==> src/rtl/x2050gctr.sv <==
// x2050gctr: multi-field G (length) counter with chained borrow ripple.
//
// Holds NFIELD counter fields of FW bits each (field 0 least significant).
// Each field can be loaded from W, decremented on its own, or decremented
// as part of a chained multi-field counter. Each field also has a sign
// (underflow-on-last-update) flag and a sticky underflow flag. State only
// changes on a ROS advance. I/O mode freezes the flags but not the counters.
//
// Ports:
//   i_clk          clock
//   i_reset_n      synchronous active-low reset
//   i_ros_advance  qualifies every state change
//   i_io_mode      blocks sign/sticky flag updates
//   i_set_mask     per field: load from i_w_reg (wins over decrement)
//   i_dec_mask     per field: decrement request
//   i_chain        per field: decrement only on borrow from field k-1 (bit 0 ignored)
//   i_w_reg        load data, field k in bits [k*FW +: FW]
//   o_g_reg        counter fields, packed like i_w_reg
//   o_sign         per-field underflow flag from the last update
//   o_uflow        sticky underflow, cleared by load or reset
//   o_zero         per-field zero detect
//   o_all_zero     all fields zero
module x2050gctr #(
    parameter int unsigned NFIELD = 2,
    parameter int unsigned FW     = 4,
    parameter int unsigned SAT    = 0
) (
    input  logic                 i_clk,
    input  logic                 i_reset_n,
    input  logic                 i_ros_advance,
    input  logic                 i_io_mode,
    input  logic [NFIELD-1:0]    i_set_mask,
    input  logic [NFIELD-1:0]    i_dec_mask,
    input  logic [NFIELD-1:0]    i_chain,
    input  logic [NFIELD*FW-1:0] i_w_reg,
    output logic [NFIELD*FW-1:0] o_g_reg,
    output logic [NFIELD-1:0]    o_sign,
    output logic [NFIELD-1:0]    o_uflow,
    output logic [NFIELD-1:0]    o_zero,
    output logic                 o_all_zero
);

    logic [NFIELD*FW-1:0] g_q, g_d;
    logic [NFIELD-1:0]    sign_q, sign_d;
    logic [NFIELD-1:0]    uflow_q, uflow_d;
    logic [NFIELD-1:0]    field_zero;
    logic [NFIELD-1:0]    dec_en;
    logic [NFIELD-1:0]    borrow;

    // Zero detect per field on registered state.
    always_comb begin
        field_zero = '0;
        for (int k = 0; k < NFIELD; k++) begin
            field_zero[k] = (g_q[k*FW +: FW] == '0);
        end
    end

    // Borrow ripple from field 0 upward. prev_b carries b[k-1] so the chain
    // stays a single combinational pass with no self-referencing vector.
    always_comb begin
        logic prev_b;
        logic chain_ok;
        dec_en = '0;
        borrow = '0;
        prev_b = 1'b0;
        for (int k = 0; k < NFIELD; k++) begin
            chain_ok  = (k == 0) || !i_chain[k] || prev_b;
            dec_en[k] = i_dec_mask[k] && !i_set_mask[k] && chain_ok;
            borrow[k] = dec_en[k] && field_zero[k];
            prev_b    = borrow[k];
        end
    end

    // Next-state for counters and flags.
    always_comb begin
        g_d     = g_q;
        sign_d  = sign_q;
        uflow_d = uflow_q;
        if (i_ros_advance) begin
            for (int k = 0; k < NFIELD; k++) begin
                if (i_set_mask[k]) begin
                    g_d[k*FW +: FW] = i_w_reg[k*FW +: FW];
                end else if (dec_en[k]) begin
                    if ((SAT != 0) && field_zero[k]) begin
                        g_d[k*FW +: FW] = '0;
                    end else begin
                        g_d[k*FW +: FW] = g_q[k*FW +: FW] - 1'b1;
                    end
                end

                if (!i_io_mode) begin
                    if (i_set_mask[k]) begin
                        sign_d[k]  = 1'b0;
                        uflow_d[k] = 1'b0;
                    end else if (dec_en[k]) begin
                        sign_d[k]  = borrow[k];
                        uflow_d[k] = uflow_q[k] | borrow[k];
                    end
                end
            end
        end
    end

    always_ff @(posedge i_clk) begin
        if (!i_reset_n) begin
            g_q     <= '0;
            sign_q  <= '0;
            uflow_q <= '0;
        end else begin
            g_q     <= g_d;
            sign_q  <= sign_d;
            uflow_q <= uflow_d;
        end
    end

    assign o_g_reg    = g_q;
    assign o_sign     = sign_q;
    assign o_uflow    = uflow_q;
    assign o_zero     = field_zero;
    assign o_all_zero = &field_zero;

endmodule
==> config.mk <==
export PLATFORM = sky130hd
export DESIGN_NAME = x2050gctr
export DESIGN_NICKNAME = d
export VERILOG_FILES = /design/src/rtl/x2050gctr.sv
export SDC_FILE = /design/constraint.sdc
export NUM_CORES = 1
export LEC_CHECK = 0
export BUFFER_PORTS_ARGS = -buffer_cell sky130_fd_sc_hd__clkbuf_2
export CORE_UTILIZATION = 44
export CTS_CLUSTER_SIZE = 14
export DETAILED_ROUTE_END_ITERATION = 8
export PLACE_DENSITY_LB_ADDON = 0.05
export SYNTH_ARGS = -nofsm -noshare
export SYNTH_HDL_FRONTEND = slang
export SYNTH_SLANG_ARGS = --single-unit
==> constraint.sdc <==
create_clock -name i_clk -period 2.1 [get_ports i_clk]
set_clock_uncertainty 0.1 [all_clocks]
set_input_delay 0.42 -clock i_clk [delete_from_list [all_inputs] [get_ports i_clk]]
set_output_delay 0.42 -clock i_clk [all_outputs]
set_load 0.02 [all_outputs]
## After elaboration in Yosys (flattened, before gate mapping)

Cells that the tools add are included.

- Bits of input ports: 18
- Bits in registers: 12

- Muxes and demuxes: 12
- Bitwise logic cells: 3
- Reductions and logical operators: 18
- Add/subtract/negate cells: 2

Operators by type and width:

| operator | number |
|---|---|
| two-way mux 4 bit | 4 |
| zero test 4 bit | 2 |
| two-way mux 1 bit | 8 |
| subtractor 4 x 1 -> 4 bit, second input constant | 2 |
| AND reduction 2 bit | 3 |
| AND reduction 3 bit | 2 |
| logical AND 1 bit | 5 |
| nonzero test 2 bit | 2 |
| zero test 1 bit | 3 |
| bitwise OR 1 bit | 2 |
| logical OR 1 bit | 1 |
| NOT 1 bit | 1 |

## Longest topological paths before layout

Gate-level depths: netlist of run 1.

- Word-level depth: 9
- Mapped depth: 6
- Mapped depth without buffers: 6

## Worst setup path after synthesis of run 1

Ideal clock, no wire load.

- Path kind: register to register
- Start point: reg g_q[0], in the netlist o_g_reg[0]
- End point: reg sign_q[1], in the netlist o_sign[1]
- Required time: 1.928 ns
- Path slack: 0.136 ns
- Data arrival time: 1.792 ns
- Stages on the path, launching flop included: 7
- Period minus slack after synthesis: 1.964 ns
- Cell sequence: dfxtp_1 inv_1 ha_1 nor3b_4 a31oi_2 or4_1 a21oi_1

- Longest elaborated chain between the ends: 7
- Elaborated cells between the ends (all ways): 9

Ends and longest elaborated chain:

| item | RTL line | source |
|---|---|---|
| start, declared | 43 | `logic [NFIELD*FW-1:0] g_q, g_d;` |
| start signal, assigned | 110 | `g_q <= g_d;` |
| zero test 4 bit * | 54 | `field_zero[k] = (g_q[k*FW +: FW] == '0);` |
| net o_zero[0] | 39 | `output logic [NFIELD-1:0] o_zero,` |
| logical AND 1 bit * | 69 | `borrow[k] = dec_en[k] && field_zero[k];` |
| logical OR 1 bit * | 67 | `chain_ok = (k == 0) \|\| !i_chain[k] \|\| prev_b;` |
| logical AND 1 bit * | 68 | `dec_en[k] = i_dec_mask[k] && !i_set_mask[k] && chain_ok;` |
| logical AND 1 bit | 69 |  |
| two-way mux 1 bit | 95 | `end else if (dec_en[k]) begin` |
| two-way mux 1 bit | 92 | `if (i_set_mask[k]) begin` |
| end signal, assigned | 111 | `sign_q <= sign_d;` |
| end, declared | 44 | `logic [NFIELD-1:0] sign_q, sign_d;` |

Mark *: on every way through the listed nets, which the timed path passes. The rest lies on a longest branch. The select of a mux whose other input is x is not followed.
A chain may end at the register's enable or synchronous reset.

## Worst setup path after layout of run 1

- Start point: reg g_q[4], in the netlist o_g_reg[4]
- End point: out o_all_zero

- Longest elaborated chain between the ends: 2

Ends and longest elaborated chain:

| item | RTL line | source |
|---|---|---|
| zero test 4 bit | 54 |  |
| AND reduction 2 bit | 120 | `assign o_all_zero = &field_zero;` |
| end, declared | 40 | `output logic o_all_zero` |

Every way passes these cells.

==> results of run 1 <==
==> path summary, 6_finish.rpt <==
path | startpoint | end | slack [ps] | cells after the start
worst max-delay path | o_g_reg[4]$_SDFFE_PN0P_ | o_all_zero | 110 | 6
worst min register to register | o_uflow[0]$_SDFFE_PN0P_ | o_uflow[0]$_SDFFE_PN0P_ | 370 | 2
worst max register to register | o_g_reg[0]$_SDFFE_PN0P_ | o_sign[1]$_SDFFE_PN0P_ | 240 | 6
worst min-delay path | i_w_reg[0] | o_g_reg[0]$_SDFFE_PN0P_ | 320 | 3
==> report_power, final <==
part / internal [mW] / switching (mW) / total (mW)
Sequential: 0.243 / 0.0160 / 0.259
Combinational: 0.0817 / 0.116 / 0.198
Clock: 0.0662 / 0.0729 / 0.139
==> cell families (layout without fill, tap and decap cells) <==
| kind of cell | Yosys count | in the layout | synth area share |
|---|---|---|---|
| muxes | 1 | 1 | 0.0142 |
| buffers and inverters | 10 | 43 | 0.0531 |
| and+or+nand+nor | 35 | 35 | 0.260 |
| AOI/OAI and AO/OA | 30 | 30 | 0.297 |
| DFF | 12 | 12 | 0.340 |
| adders and majority gates | 2 | 2 | 0.0354 |
==> area by class of cell <==
class / count / share of cell area
well taps: 16 / 0.0219
flip-flops and latches: 12 / 0.264
clock buffers: 3 / 0.0246
multi-input cells: 68 / 0.477
inverters: 8 / 0.0328
repair buffers: 32 / 0.180
==> per-stage QoR <==
| stage | cells | setup slack, ps | power [mW] |
|---|---|---|---|
| 6_report | 139 | 110 | 0.595 |
| 3_3_place_gp | 136 | 264 | 0.451 |
| 4_1_cts | 139 | 7.33 | 0.599 |
| 2_1_floorplan | 90 | 136 | 0.387 |
| 5_1_grt | 139 | 11.6 | 0.633 |
| 3_5_place_dp | 136 | 251 | 0.453 |
==> what timing repair did <==
action | in CTS | in global routing
endpoints found under the setup margin | 1 | 1
hold buffers | 0 | 0
resized for setup | 2 | 3
buffers inserted | 0 | 0
==> per-layer routing <==
| layer | routed length (um) | GRT usage | vias to the layer above | share of wire |
|---|---|---|---|---|
| li1 | - | - | 396 | - |
| met1 | 772 | 0.259 | 349 | 0.47 |
| met2 | 781 | 0.309 | 19 | 0.48 |
| met3 | 64 | 0.0302 | 2 | 0.039 |
| met4 | 10 | 0.113 | 0 | 0.0061 |
| met5 | 0 | 0 | - | 0 |
==> synthesized netlist by cell type (all sizes together) <==
master and count:
o41ai 1, o21a 1, a21oi 5, clkbuf 2, and3b 1, o21ai 9, o221a 1, a211oi 2
a22oi 2, o31ai 1, mux2i 1, nor3 4, dfxtp 12, o211ai 2, a221oi 2, nor2b 2
and4b 1, ha 2, inv 7, a31oi 2, nor2 12, nand2 7, clkinv 1, nor3b 1
nand3 2, or2 1, nand2b 3, a311oi 1, or4 1, a22o 1
==> worst register-to-register path, delay by kind of cell, from the launching register on <==
kind / cells / cell delay [ps]
and+or+nand+nor: 2 / 780
buffers and inverters: 1 / 80
adders and majority gates: 1 / 190
AOI/OAI and AO/OA: 2 / 290
DFF: 1 / 340
==> flow_summary.ini, run 1 <==
[clock_tree]
cts.path.max_buffers = 2
cts.sinks = 12
h-tree-depth = 1
clk_latency_ps = 270
clockRootBuffer = clkbuf_4
clk_pin_slew_ps = 70
cts_buffers = 3
cts_tree = done

[timing]
drv_slew = 0
min_period_ps = 1990
slew_headroom = 0.681
finalHoldViolations = 0
setup_viol = 0
worstMarginPinSlew_ps = 478
setup_tns_ps = 0
whs_ps = 316
fmax_mhz = 503
rsz0062_at_grt = false
period_share = 0.948

[finish]
multi_input_area_sq_um = 437
seq_area_sq_um = 241
fillers = 160
final_common_cell = clkbuf_2
diodes = 0
fin_util = 0.608
syn_to_final_growth_pct = 29.6
stdcell_area_sq_um = 916
fin_nets = 145
largest_reg_flops = 8
layout_common_cells = clkbuf_2, nor2_1, dfxtp_1
layout-drive-gt1-share = 0.341

[global_routing]
antenna_found_initial = 0
grt_pass1_vias = 659
overflow = 0
grt_pass1_wl_um = 2730
grt.total_usage = 0.198
grt_max_degree = 15

[synthesis]
synth_cell_types = 33
synthesis.area_sq_um = 707
yosys.area.top_type = dfxtp_1
syn_area_per_cell_sq_um = 7.85
yosysWarnings = 0
yosysTopAreaCellShare = 0.340
synth_seq_area_share = 0.340
synthTopCellsByArea = dfxtp_1, nor2_1, o21ai_0, inv_1, nand2_1
ys_ff_latch = 12
postSynthCellCount = 90
syn-num-nets = 110

[placed_design]
dp_hpwl_um = 1250
gp_congestion = 0.760
placed_cell_area_sq_um = 882
io_buffers = 31

[flow_run]
max_cap_viol_count = 0

[die]
initial_core_util = 0.469
fp.dieW_um = 42.1
die_h_um = 42.1
ios = 33
core_area_sq_um = 1510
row_count = 14
die_area_sq_um = 1770

[setup_path]
crit_arrival_ps = 1470
cp_num_buf_inv = 2
cp-end-kind = output pin
critical-path-top-delay-family = simple AND/OR/NAND/NOR gates
setup.worst_path.class = reg -> out
required_ps = 1580
cp_cell_sequence = inv_1, ha_1, nand2b_1, or2_4, nor3_2, buf_4
cp-start-kind = flip-flop
slowest_stage = dfxtp_2
cp_slowest_stage_delay_ps = 350
crit_fanout = 5

[detailed_routing]
detail_route.wl_per_cell_um = 11.7
detailroute.via_count = 766
drt_iter0_markers = 12
drc = 0
wl_um = 1630
avgViaCountPerCell = 5.51
ant_nets = 0
dr.pass1.iters = 5

[min_path]
worstHoldPathType = in -> reg

[power_and_ir_drop]
powerDensity_nw_per_um2 = 650
leakage_nw = 0.423
ir_worst_vdd_v = 0.000391

[run_status]
status = finished, final reports clean
No activity file was read; power rests on OpenSTA's default activity.
==> run 2: changes to the inputs <==
- CORE_UTILIZATION: 44 -> 40
- clock period: 2.1 -> 1.6 ns (I/O delays scaled with it)
==> run 2 against run 1 <==
The run now ends with design-rule violations, negative setup slack left. Sequential power up 29%. Sequential share of layout area down 6.3 points. Via count up 19%. Hold slack worse by 100 ps. Utilization up 18 points. Combinational power up 140%. Critical path depth unchanged.
==> flow_summary.ini, run 2 (synthesized netlist as in run 1, its figures left out) <==
[setup_path]
cp_slowest_stage_delay_ps = 340
crit_arrival_ps = 1460
setup.worst_path.class = reg -> out
r2r_end = o_sign[1]$_SDFFE_PN0P_
rr_startpoint = o_g_reg[1]$_SDFFE_PN0P_
reg2reg_depth = 7
cp-end-kind = output pin
slowest_stage = dfxtp_2
r2r_setup_slack_ps = -190
cp_cell_sequence = inv_2, ha_4, nand2b_4, or2_4, nor3_4, clkbuf_8
required_ps = 1180
crit_fanout = 3
cp-start-kind = flip-flop

[run_status]
status = finished, violations left
violations = design-rule violations, negative setup slack

[timing]
whs_ps = 213
fmax_mhz = 531
worstMarginPinSlew_ps = 380
finalHoldViolations = 0
fin_ws_ps = -284
min_period_ps = 1880
period_share = 1.18
rsz0062_at_grt = true
setup_viol = 5
slew_headroom = 0.745
drv_slew = 0

[global_routing]
grt_max_degree = 14
grt_pass1_wl_um = 3910
overflow = 0
grt.total_usage = 0.276
grt_pass1_vias = 885
antenna_found_initial = 0

[placed_design]
dp.cells = 153
dp_slack_ps = -92.8
io_buffers = 31
gp_congestion = 0.865
dp_hpwl_um = 1550
placed_cell_area_sq_um = 1040

[die]
die_h_um = 44.0
row_count = 14
fp.dieW_um = 44.0
initial_core_util = 0.448
core_area_sq_um = 1580
ios = 33
die_area_sq_um = 1940

[clock_tree]
clockRootBuffer = clkbuf_4
clk_pin_slew_ps = 90
cts_buffers = 3
cts_tree = done
h-tree-depth = 1
clk_latency_ps = 280
cts.sinks = 12
ctsHoldBuffers = 0
cts.path.max_buffers = 2

[min_path]
hold_depth = 3
worstHoldPathType = in -> reg
worstHoldStart = i_w_reg[0]
worstHoldEndpoint = o_g_reg[0]$_SDFFE_PN0P_

[detailed_routing]
top_layer = met4
ant_nets = 0
m1WireLength_um = 1050
detailroute.via_count = 910
met3_length_um = 79
detail_route.wl_per_cell_um = 14.6
avgViaCountPerCell = 5.65
dr.pass1.iters = 8
drt_iter0_markers = 21
met2_length_um = 1190
wl_um = 2350
drc = 1

[finish]
layout-drive-gt1-share = 0.552
syn_to_final_growth_pct = 76.6
final_cells = 161
stdcell_area_sq_um = 1250
fin_nets = 166
fin_util = 0.792
final_common_cell = clkbuf_2
layout_common_cells = clkbuf_2, buf_4, nor2_1, dfxtp_1
largest_reg_flops = 8
diodes = 0

[power_and_ir_drop]
ir_worst_vdd_v = 0.000587
leakage_nw = 0.566
powerDensity_nw_per_um2 = 852

[flow_run]
max_cap_viol_count = 0
run 2: area by class of cell:
class	instances	area, sq um
clock buffer	4	36.3
fill	113	328
inverter	8	37.5
multi-input combinational	68	533
sequential	12	250
tap	16	20.0
timing repair buffer	53	372
run 2: layer usage:
| metal | GRT usage | up-vias |
|---|---|---|
| met5 | 0 | - |
| met4 | 0.109 | 0 |
| met3 | 0.0367 | 4 |
| met2 | 0.468 | 27 |
| met1 | 0.355 | 439 |
| li1 | - | 440 |
run 2: worst max-delay path by stage:
stage / startpoint / depth (start not counted) / end / slack, ps
finish: o_g_reg[5]$_SDFFE_PN0P_ / 6 / o_all_zero / -280
global route: o_g_reg[5]$_SDFFE_PN0P_ / 6 / o_all_zero / -360
CTS: o_g_reg[5]$_SDFFE_PN0P_ / 6 / o_all_zero / -280
detailed placement: o_g_reg[0]$_SDFFE_PN0P_ / 6 / o_sign[1]$_SDFFE_PN0P_ / -90
global placement: o_g_reg[1]$_SDFFE_PN0P_ / 6 / o_sign[1]$_SDFFE_PN0P_ / -80
floorplan: o_g_reg[0]$_SDFFE_PN0P_ / 6 / o_sign[1]$_SDFFE_PN0P_ / -300
run 2: power breakdown:
part	total, mW	internal (mW)	switching, mW	leakage (nW)
clock	0.259	0.138	0.121	0.0210
combinational	0.469	0.240	0.230	0.445
sequential	0.335	0.319	0.0165	0.100
run 2: stage by stage:
stage                     TNS [ps]  total power, mW
final                        -1010             1.06
after CTS                    -1050             1.02
after global routing         -1440             1.12
after floorplan               -347            0.524
after detailed placement      -227            0.679
after global placement        -160            0.670
run 2: timing repair:
action | in CTS | in global routing
pin swaps | 9 | 7
endpoints found under the hold margin | 0 | 0
endpoints found under the setup margin | 8 | 10
gates resized for setup | 22 | 11
gates cloned | 0 | 0
setup buffers | 4 | 1
run 2: critical path, delay by kind of cell (launching register included):
kind | cells | cell delay (ps)
adder cells (fa/ha/maj) | 1 | 150
AND/OR/NAND/NOR | 3 | 450
flip-flops | 1 | 340
buffers and inverters | 2 | 230
